**config.mk**
```make
export PLATFORM = sky130hd
export DESIGN_NAME = imem_loader
export DESIGN_NICKNAME = d
export VERILOG_FILES = /design/src/rtl/imem_loader.sv
export SDC_FILE = /design/constraint.sdc
export NUM_CORES = 1
export LEC_CHECK = 0
export CORE_MARGIN = 3
export CORE_UTILIZATION = 35
export DETAILED_ROUTE_END_ITERATION = 8
export PLACE_DENSITY = 0.68
export SKIP_LAST_GASP = 1
export SYNTH_ARGS = -nofsm -noshare
export SYNTH_HDL_FRONTEND = slang
export SYNTH_SLANG_ARGS = --single-unit
export TNS_END_PERCENT = 1
```
**constraint.sdc**
```tcl
create_clock -name i_clk -period 2.1 [get_ports i_clk]
set_input_delay 0.315 -clock i_clk [delete_from_list [all_inputs] [get_ports i_clk]]
set_output_delay 0.315 -clock i_clk [all_outputs]
set_load 0.02 [all_outputs]
```
**src/rtl/imem_loader.sv**
```systemverilog
// Packs UART bytes MSB-first into words and writes them to IF-stage imem; optional IMEM_LOADER_CHECKSUM_EN adds XOR check.
// Latency: write strobe one cycle after the 4th byte; halt word ends the load (DONE, or CHK when checksum built).
// Backpressure: none; every rx strobe is consumed, including one landing in the WRITE cycle.
module imem_loader #(
  parameter int                NB_REG    = 32,
  parameter int                NB_WIDHT  = 9,
  parameter int                NB_BYTE   = 8,
  parameter logic [NB_REG-1:0] HALT_WORD = 32'hFFFFFFFF
) (
  input  logic                  i_clk,
  input  logic                  i_reset,
  input  logic                  i_start,
  input  logic [NB_BYTE-1:0]    i_rx_data,
  input  logic                  i_rx_valid,
  output logic                  o_dunit_w_en,
  output logic [NB_WIDHT-1:0]   o_dunit_addr,
  output logic [NB_REG-1:0]     o_dunit_data,
  output logic                  o_dunit_clk_en,
  output logic                  o_busy,
  output logic                  o_done,
  output logic                  o_error,
  output logic [NB_WIDHT-2:0]   o_word_count
);

  localparam logic [NB_WIDHT-1:0] ADDR_LAST = {{(NB_WIDHT-2){1'b1}}, 2'b00};
  localparam int                  NB_SR     = NB_REG - NB_BYTE;

  typedef enum logic [2:0] {
    ST_IDLE,
    ST_RECV,
    ST_WRITE,
`ifdef IMEM_LOADER_CHECKSUM_EN
    ST_CHK,
`endif
    ST_DONE,
    ST_ERROR
  } state_t;

  state_t                state_q, state_d;
  logic [1:0]            idx_q, idx_d;
  logic [NB_SR-1:0]      sr_q, sr_d;
  logic [NB_WIDHT-1:0]   addr_q, addr_d;
  logic [NB_REG-1:0]     data_q, data_d;
  logic [NB_WIDHT-2:0]   wc_q, wc_d;
`ifdef IMEM_LOADER_CHECKSUM_EN
  logic [NB_BYTE-1:0]    csum_q, csum_d;
`endif

  always_ff @(posedge i_clk) begin
    if (i_reset) begin
      state_q <= ST_IDLE;
      idx_q   <= '0;
      sr_q    <= '0;
      addr_q  <= '0;
      data_q  <= '0;
      wc_q    <= '0;
`ifdef IMEM_LOADER_CHECKSUM_EN
      csum_q  <= '0;
`endif
    end else begin
      state_q <= state_d;
      idx_q   <= idx_d;
      sr_q    <= sr_d;
      addr_q  <= addr_d;
      data_q  <= data_d;
      wc_q    <= wc_d;
`ifdef IMEM_LOADER_CHECKSUM_EN
      csum_q  <= csum_d;
`endif
    end
  end

  always_comb begin
    state_d = state_q;
    idx_d   = idx_q;
    sr_d    = sr_q;
    addr_d  = addr_q;
    data_d  = data_q;
    wc_d    = wc_q;
`ifdef IMEM_LOADER_CHECKSUM_EN
    csum_d  = csum_q;
`endif
    case (state_q)
      ST_IDLE, ST_DONE, ST_ERROR: begin
        if (i_start) begin
          state_d = ST_RECV;
          addr_d  = '0;
          wc_d    = '0;
          idx_d   = '0;
`ifdef IMEM_LOADER_CHECKSUM_EN
          csum_d  = '0;
`endif
        end
      end
      ST_RECV: begin
        if (i_rx_valid) begin
          sr_d  = {sr_q[NB_SR-NB_BYTE-1:0], i_rx_data};
          idx_d = idx_q + 2'd1;
`ifdef IMEM_LOADER_CHECKSUM_EN
          csum_d = csum_q ^ i_rx_data;
`endif
          if (idx_q == 2'd3) begin
            data_d  = {sr_q, i_rx_data};
            state_d = ST_WRITE;
          end
        end
      end
      ST_WRITE: begin
        wc_d = wc_q + (NB_WIDHT-1)'(1);
        if (data_q == HALT_WORD) begin
`ifdef IMEM_LOADER_CHECKSUM_EN
          // a byte landing in this cycle is already the checksum byte
          state_d = ST_CHK;
          if (i_rx_valid)
            state_d = (i_rx_data == csum_q) ? ST_DONE : ST_ERROR;
`else
          state_d = ST_DONE;
`endif
        end else if (addr_q == ADDR_LAST) begin
          state_d = ST_ERROR;
        end else begin
          addr_d  = addr_q + NB_WIDHT'(4);
          state_d = ST_RECV;
          // idx_q has wrapped to 0, so this byte becomes byte 0 of the next word
          if (i_rx_valid) begin
            sr_d  = {sr_q[NB_SR-NB_BYTE-1:0], i_rx_data};
            idx_d = idx_q + 2'd1;
`ifdef IMEM_LOADER_CHECKSUM_EN
            csum_d = csum_q ^ i_rx_data;
`endif
          end
        end
      end
`ifdef IMEM_LOADER_CHECKSUM_EN
      ST_CHK: begin
        if (i_rx_valid)
          state_d = (i_rx_data == csum_q) ? ST_DONE : ST_ERROR;
      end
`endif
      default: state_d = ST_IDLE;
    endcase
  end

  always_comb begin
    o_busy = (state_q == ST_RECV) || (state_q == ST_WRITE);
`ifdef IMEM_LOADER_CHECKSUM_EN
    o_busy = o_busy || (state_q == ST_CHK);
`endif
  end

  assign o_dunit_w_en   = (state_q == ST_WRITE);
  assign o_dunit_addr   = addr_q;
  assign o_dunit_data   = data_q;
  assign o_dunit_clk_en = !o_busy;
  assign o_done         = (state_q == ST_DONE);
  assign o_error        = (state_q == ST_ERROR);
  assign o_word_count   = wc_q;

endmodule

```
# After elaboration in Yosys (flattened, before gate mapping)
# Cells that the tools add are included.
[word_totals] regBits=78 inputBits=12 out_inout_bits=54 elab_cells=55
[classes] addsub=3 eq_ne=12 mux=21 reduce_logical=13
[ops] operator="$mux W24" n=3
[ops] operator="$pmux W24 S2" n=1
[ops] operator="$eq A32 B32 Y1 const B" n=1
[ops] operator="$mux W9" n=3
[ops] operator="$pmux W9 S2" n=1
[ops] operator="$pmux W8 S2" n=1
[ops] operator="$mux W3" n=5
[ops] operator="$ne A2 B2 Y1 const B" n=5
[ops] operator="$add A9 B3 Y9 const B" n=1
[ops] operator="$eq A9 B9 Y1 const B" n=1
[ops] operator="$pmux W3 S3" n=1
[ops] operator="$reduce_and A3 Y1" n=3
[ops] operator="$add A8 B1 Y8 const B" n=1
[ops] operator="$mux W2" n=4
[ops] operator="$mux W8" n=1
[ops] operator="$reduce_and A4 Y1" n=2
[ops] operator="$eq A3 B2 Y1 const B" n=2
[ops] operator="$pmux W2 S3" n=1
[ops] operator="$reduce_bool A2 Y1" n=2
[ops] operator="$eq A3 B1 Y1 const B" n=1
[ops] operator="$eq A3 B3 Y1 const B" n=1
[ops] operator="$logic_not A3 Y1" n=1
[ops] operator="$reduce_bool A3 Y1" n=1
[ops] operator="$reduce_or A3 Y1" n=1
[ops] operator="other kinds (5)" n=5

# Logic depth before layout (Yosys ltp)
[logic_depth] ltp_word=5 ltp_mapped=8 mapped_depth_nobuf=6

# Worst setup path after synthesis
# Ideal clock, no wire load.
[synth_timing] kind="register to register" start="register addr_q[2], in the netlist o_dunit_addr[2]" end="register sr_q[21]" setup_ns=0.072 arrival_ns=1.833 required_time_ns=2.028 slack_ns=0.196 path_stages_with_launch=8 n_path_buf=1 period_less_slack_ns=1.904 cell_sequence="dfxtp_1 > ha_1 > nand3_1 > o21ai_2 > o31a_2 > nor3_4 > buf_6 > mux2i_1"
[synth_between] elab_chain_len=3
[synth_rtl] item="from (decl)" line_no="42" rtl="logic [NB_WIDHT-1:0] addr_q, addr_d;"
[synth_rtl] item="from (signal assigned)" line_no="64" rtl="addr_q <= addr_d;"
[synth_rtl] item="$eq A9 B9 Y1" line_no="119" rtl="end else if (addr_q == ADDR_LAST) begin"
[synth_rtl] item="$ne A2 B2 Y1 (no line)"
[synth_rtl] item="$reduce_and A3 Y1 (no line)"
[synth_rtl] item="to (signal assigned)" line_no="63" rtl="sr_q <= sr_d;"
[synth_rtl] item="to (decl)" line_no="41" rtl="logic [NB_SR-1:0] sr_q, sr_d;"
# No other way between the ends.
# A chain may end at the register's enable or synchronous reset.

# Final worst setup path
[layout_timing] start="register state_q[1]" end="output port o_busy"
[layout_between] elab_chain_len=2 elab_cells_between_ends=3 classes_between="eq/ne (2); reduce/logical (1)"
[layout_rtl] item="from (decl)" line_no="39" rtl="state_t state_q, state_d;"
[layout_rtl] item="from (signal assigned)" line_no="61" rtl="state_q <= state_d;"
[layout_rtl] item="$eq A3 B1 Y1 / $eq A3 B2 Y1 (equally long branches)" line_no="145" rtl="o_busy = (state_q == ST_RECV) || (state_q == ST_WRITE);"
[layout_rtl] item="$logic_or A1 B1 Y1 (*)" line_no="145"
[layout_rtl] item="to (decl)" line_no="19" rtl="output logic o_busy,"
# Mark *: on every way between the ends. The rest lies on a longest branch, timed or not.

==> flow_metrics.tcl <==
set metrics [dict create \
    status "finished, violations left" \
    violations "setup timing" \
    startpoint "state_q[1]" \
    die_area_mm2 0.0109 \
    stdcell_count 599 \
    p_int_mw 2.29 \
    async_flop_share 0 \
    drt_first_pass_iters 4 \
    hp-class "input pin to flip-flop" \
    grt_pass1_wl_um 14500 \
    htree_levels 3 \
    area_growth_pct 32.6 \
    vias 2973 \
    swShare 0.238 \
    cts_root_buf "clkbuf_8" \
    clk_latency_ns 0.34 \
    yosys_register_bits 76 \
    yosysSeqAreaShare 0.449 \
    drive_gt1_frac 0.143 \
    synth_edf_count 0 \
    layout.nets 480 \
    wl_per_cell_um 14.2 \
    viasPerCell 4.96 \
    synth_top_area_frac 0.449 \
    relSlewSlack 0.469 \
    initialDrtViolationCount 154 \
    drv_cap 0 \
    finClkSkew_ns 0.0126 \
    setup_viol 13 \
    post-route-period-util 1.06 \
    critPathMaxStageDelay_ns 0.59 \
    cts_buffer_depth 2 \
    synthFlopType "dfxtp_1" \
    dp.cells 582 \
    grt_pass1_vias 2896 \
    p_comb_frac 0.097 \
    ir_drop_uv 368 \
    fin_setup_tns_ns -0.963 \
    pin_count 66 \
    ant_nets 0 \
    hpwl_um 5980 \
    end_kind "primary output" \
    tightest_slew_ns 0.794 \
    fp.coreArea_mm2 0.00933 \
    antenna_found_initial 0 \
    power.total_mw 3.01 \
    place_congestion 0.793 \
    yosysTopAreaCell "dfxtp_1" \
    max_freq_mhz 450 \
    start_util 0.363 \
    clock-sinks 76 \
    path_clk_slew_ns 0.08 \
    synth_area_mm2 0.00339 \
    postCtsHoldBufs 0 \
    final.min_clock_period_ns 2.22 \
    critPathMaxFanout 11 \
    numCtsBuffers 9 \
    maxSlewViolCount 0 \
    synth_area_per_cell_um2 8.73 \
    synthCells 388 \
    final.setup.worst_slack_ns -0.121 \
    port_buffers 63 \
    yosysWarnings 0 \
    worstSetupPathType "flip-flop to primary output" \
    leakagePower_nw 1.55 \
    cts_tree "done" \
    power.density_mw_per_mm2 670 \
    antenna_cells 0 \
    rows 35 \
    clkPwrFrac 0.413 \
    grt_start_max_net_pins 70 \
    rsz0062_at_grt "yes" \
    die_w_um 104 \
    synthTopCellsByCount "76 x dfxtp_1, 75 x nand2_1, 43 x a21oi_1" \
    crit_chain "buf_4, nand2b_1, a21oi_2, buf_4, clkdlybuf4s50_1" \
    grt.overflow.total 0 \
    synth.area.top_cells "dfxtp_1 45%, nand2_1 8.3%, a21oi_1 6.4%" \
    cp_data_arrival_time_ns 1.91 \
    hold_start "i_reset" \
    hold_viol 0 \
    synth_cell_types 52 \
    synth_most_common_cell "dfxtp_1" \
    worst-endpoint-required_ns 1.78 \
    start_kind "flip-flop" \
    route.detailed.drc 0 \
    wirelength_um 8490 \
    switching_power_uw 715 \
    critPathMostFrequentCell "buf_4" \
    seqPwrFrac 0.490 \
    die_h_um 104 \
    crit_slowest_cell "clkdlybuf4s50_1" \
    grt_use_total 0.162 \
    worstReg2RegStart "o_dunit_addr[2]" \
]
## final timing paths
path	depth (start not counted)	slack [ns]	to
hold reg to reg	2	0.45	o_dunit_data[26]
hold / removal	2	0.39	o_word_count[5]
setup / recovery	5	-0.12	o_busy
setup reg to reg	6	-0.10	sr_q[10]
## through the flow
stage	cell area, um^2	hold WS, ns	worst slack, ns	util
after floorplan	3390	0.427	0.196	-
after global placement	4250	0.440	-0.396	0.455
after detailed placement	4250	0.441	-0.477	0.455
after CTS	4480	0.377	-0.162	0.480
after global routing	4490	0.401	-0.220	0.481
final	4490	0.394	-0.121	0.481
## cells by family after synthesis
family          count (synthesis)  synth area share
simple gates                  178             0.292
other cells                     1           0.00111
compound gates                 78             0.132
mux                            19            0.0580
buf+inv                        33            0.0558
flops                          76             0.449
fa+ha+maj                       3            0.0111
## flip-flops by register name (all words and copies together), names as in the netlist
| register | count |
|---|---|
| o_dunit_addr | 7 |
| o_dunit_data | 32 |
| idx_q | 2 |
| state_q | 3 |
| sr_q | 24 |
| o_word_count | 8 |
## repair_timing
action,in CTS,in global routing
resized for setup,1,2
pin swaps,1,0
buffers inserted,0,0
cloned,1,0
setup endpoints to repair,27,30
## power by group through the flow
stage | Clock, mW | Sequential, mW | Combinational, mW
6_report | 1.24 | 1.48 | 0.291
5_1_grt | 1.34 | 1.48 | 0.318
4_1_cts | 1.28 | 1.48 | 0.288
3_5_place_dp | 0 | 1.51 | 0.282
3_3_place_gp | 0 | 1.51 | 0.277
2_1_floorplan | 0 | 1.51 | 0.188
## cell usage in the layout, fill, tap and decap left out, drive strengths merged, types with 12 or more instances in the layout
master         Yosys  routed
or2b              18      18
o21ai             19      19
dfxtp             76      76
clkdlybuf4s50      0      60
buf               12      29
nand2b            12      12
nand2             75      75
a21oi             44      44
mux2i             17      17
nor2              18      18
## worst max-delay path: cells and delay by family (launching register included)
kind / cells / cell delay (ns)
AOI/OAI and AO/OA: 1 / 0.18
buffers and inverters: 3 / 0.88
DFF: 1 / 0.31
and+or+nand+nor: 1 / 0.18
## layout make-up
| class | instances | area (um^2) |
|---|---|---|
| Fill cell | 921 | 4840 |
| Multi-Input combinational cell | 281 | 1700 |
| Sequential cell | 76 | 1520 |
| Timing Repair Buffer | 91 | 862 |
| Tap cell | 129 | 161 |
| Clock buffer | 11 | 141 |
| Clock inverter | 5 | 85.1 |
| Inverter | 6 | 22.5 |
## routing by layer
layer	vias to the layer above	global-route usage	wire (um)
met1	1375	0.229	4200
met5	-	0	0
li1	1517	-	-
met4	0	0.0617	81
met2	75	0.242	3810
met3	6	0.0298	399
Power figures use the tool's default switching activity.
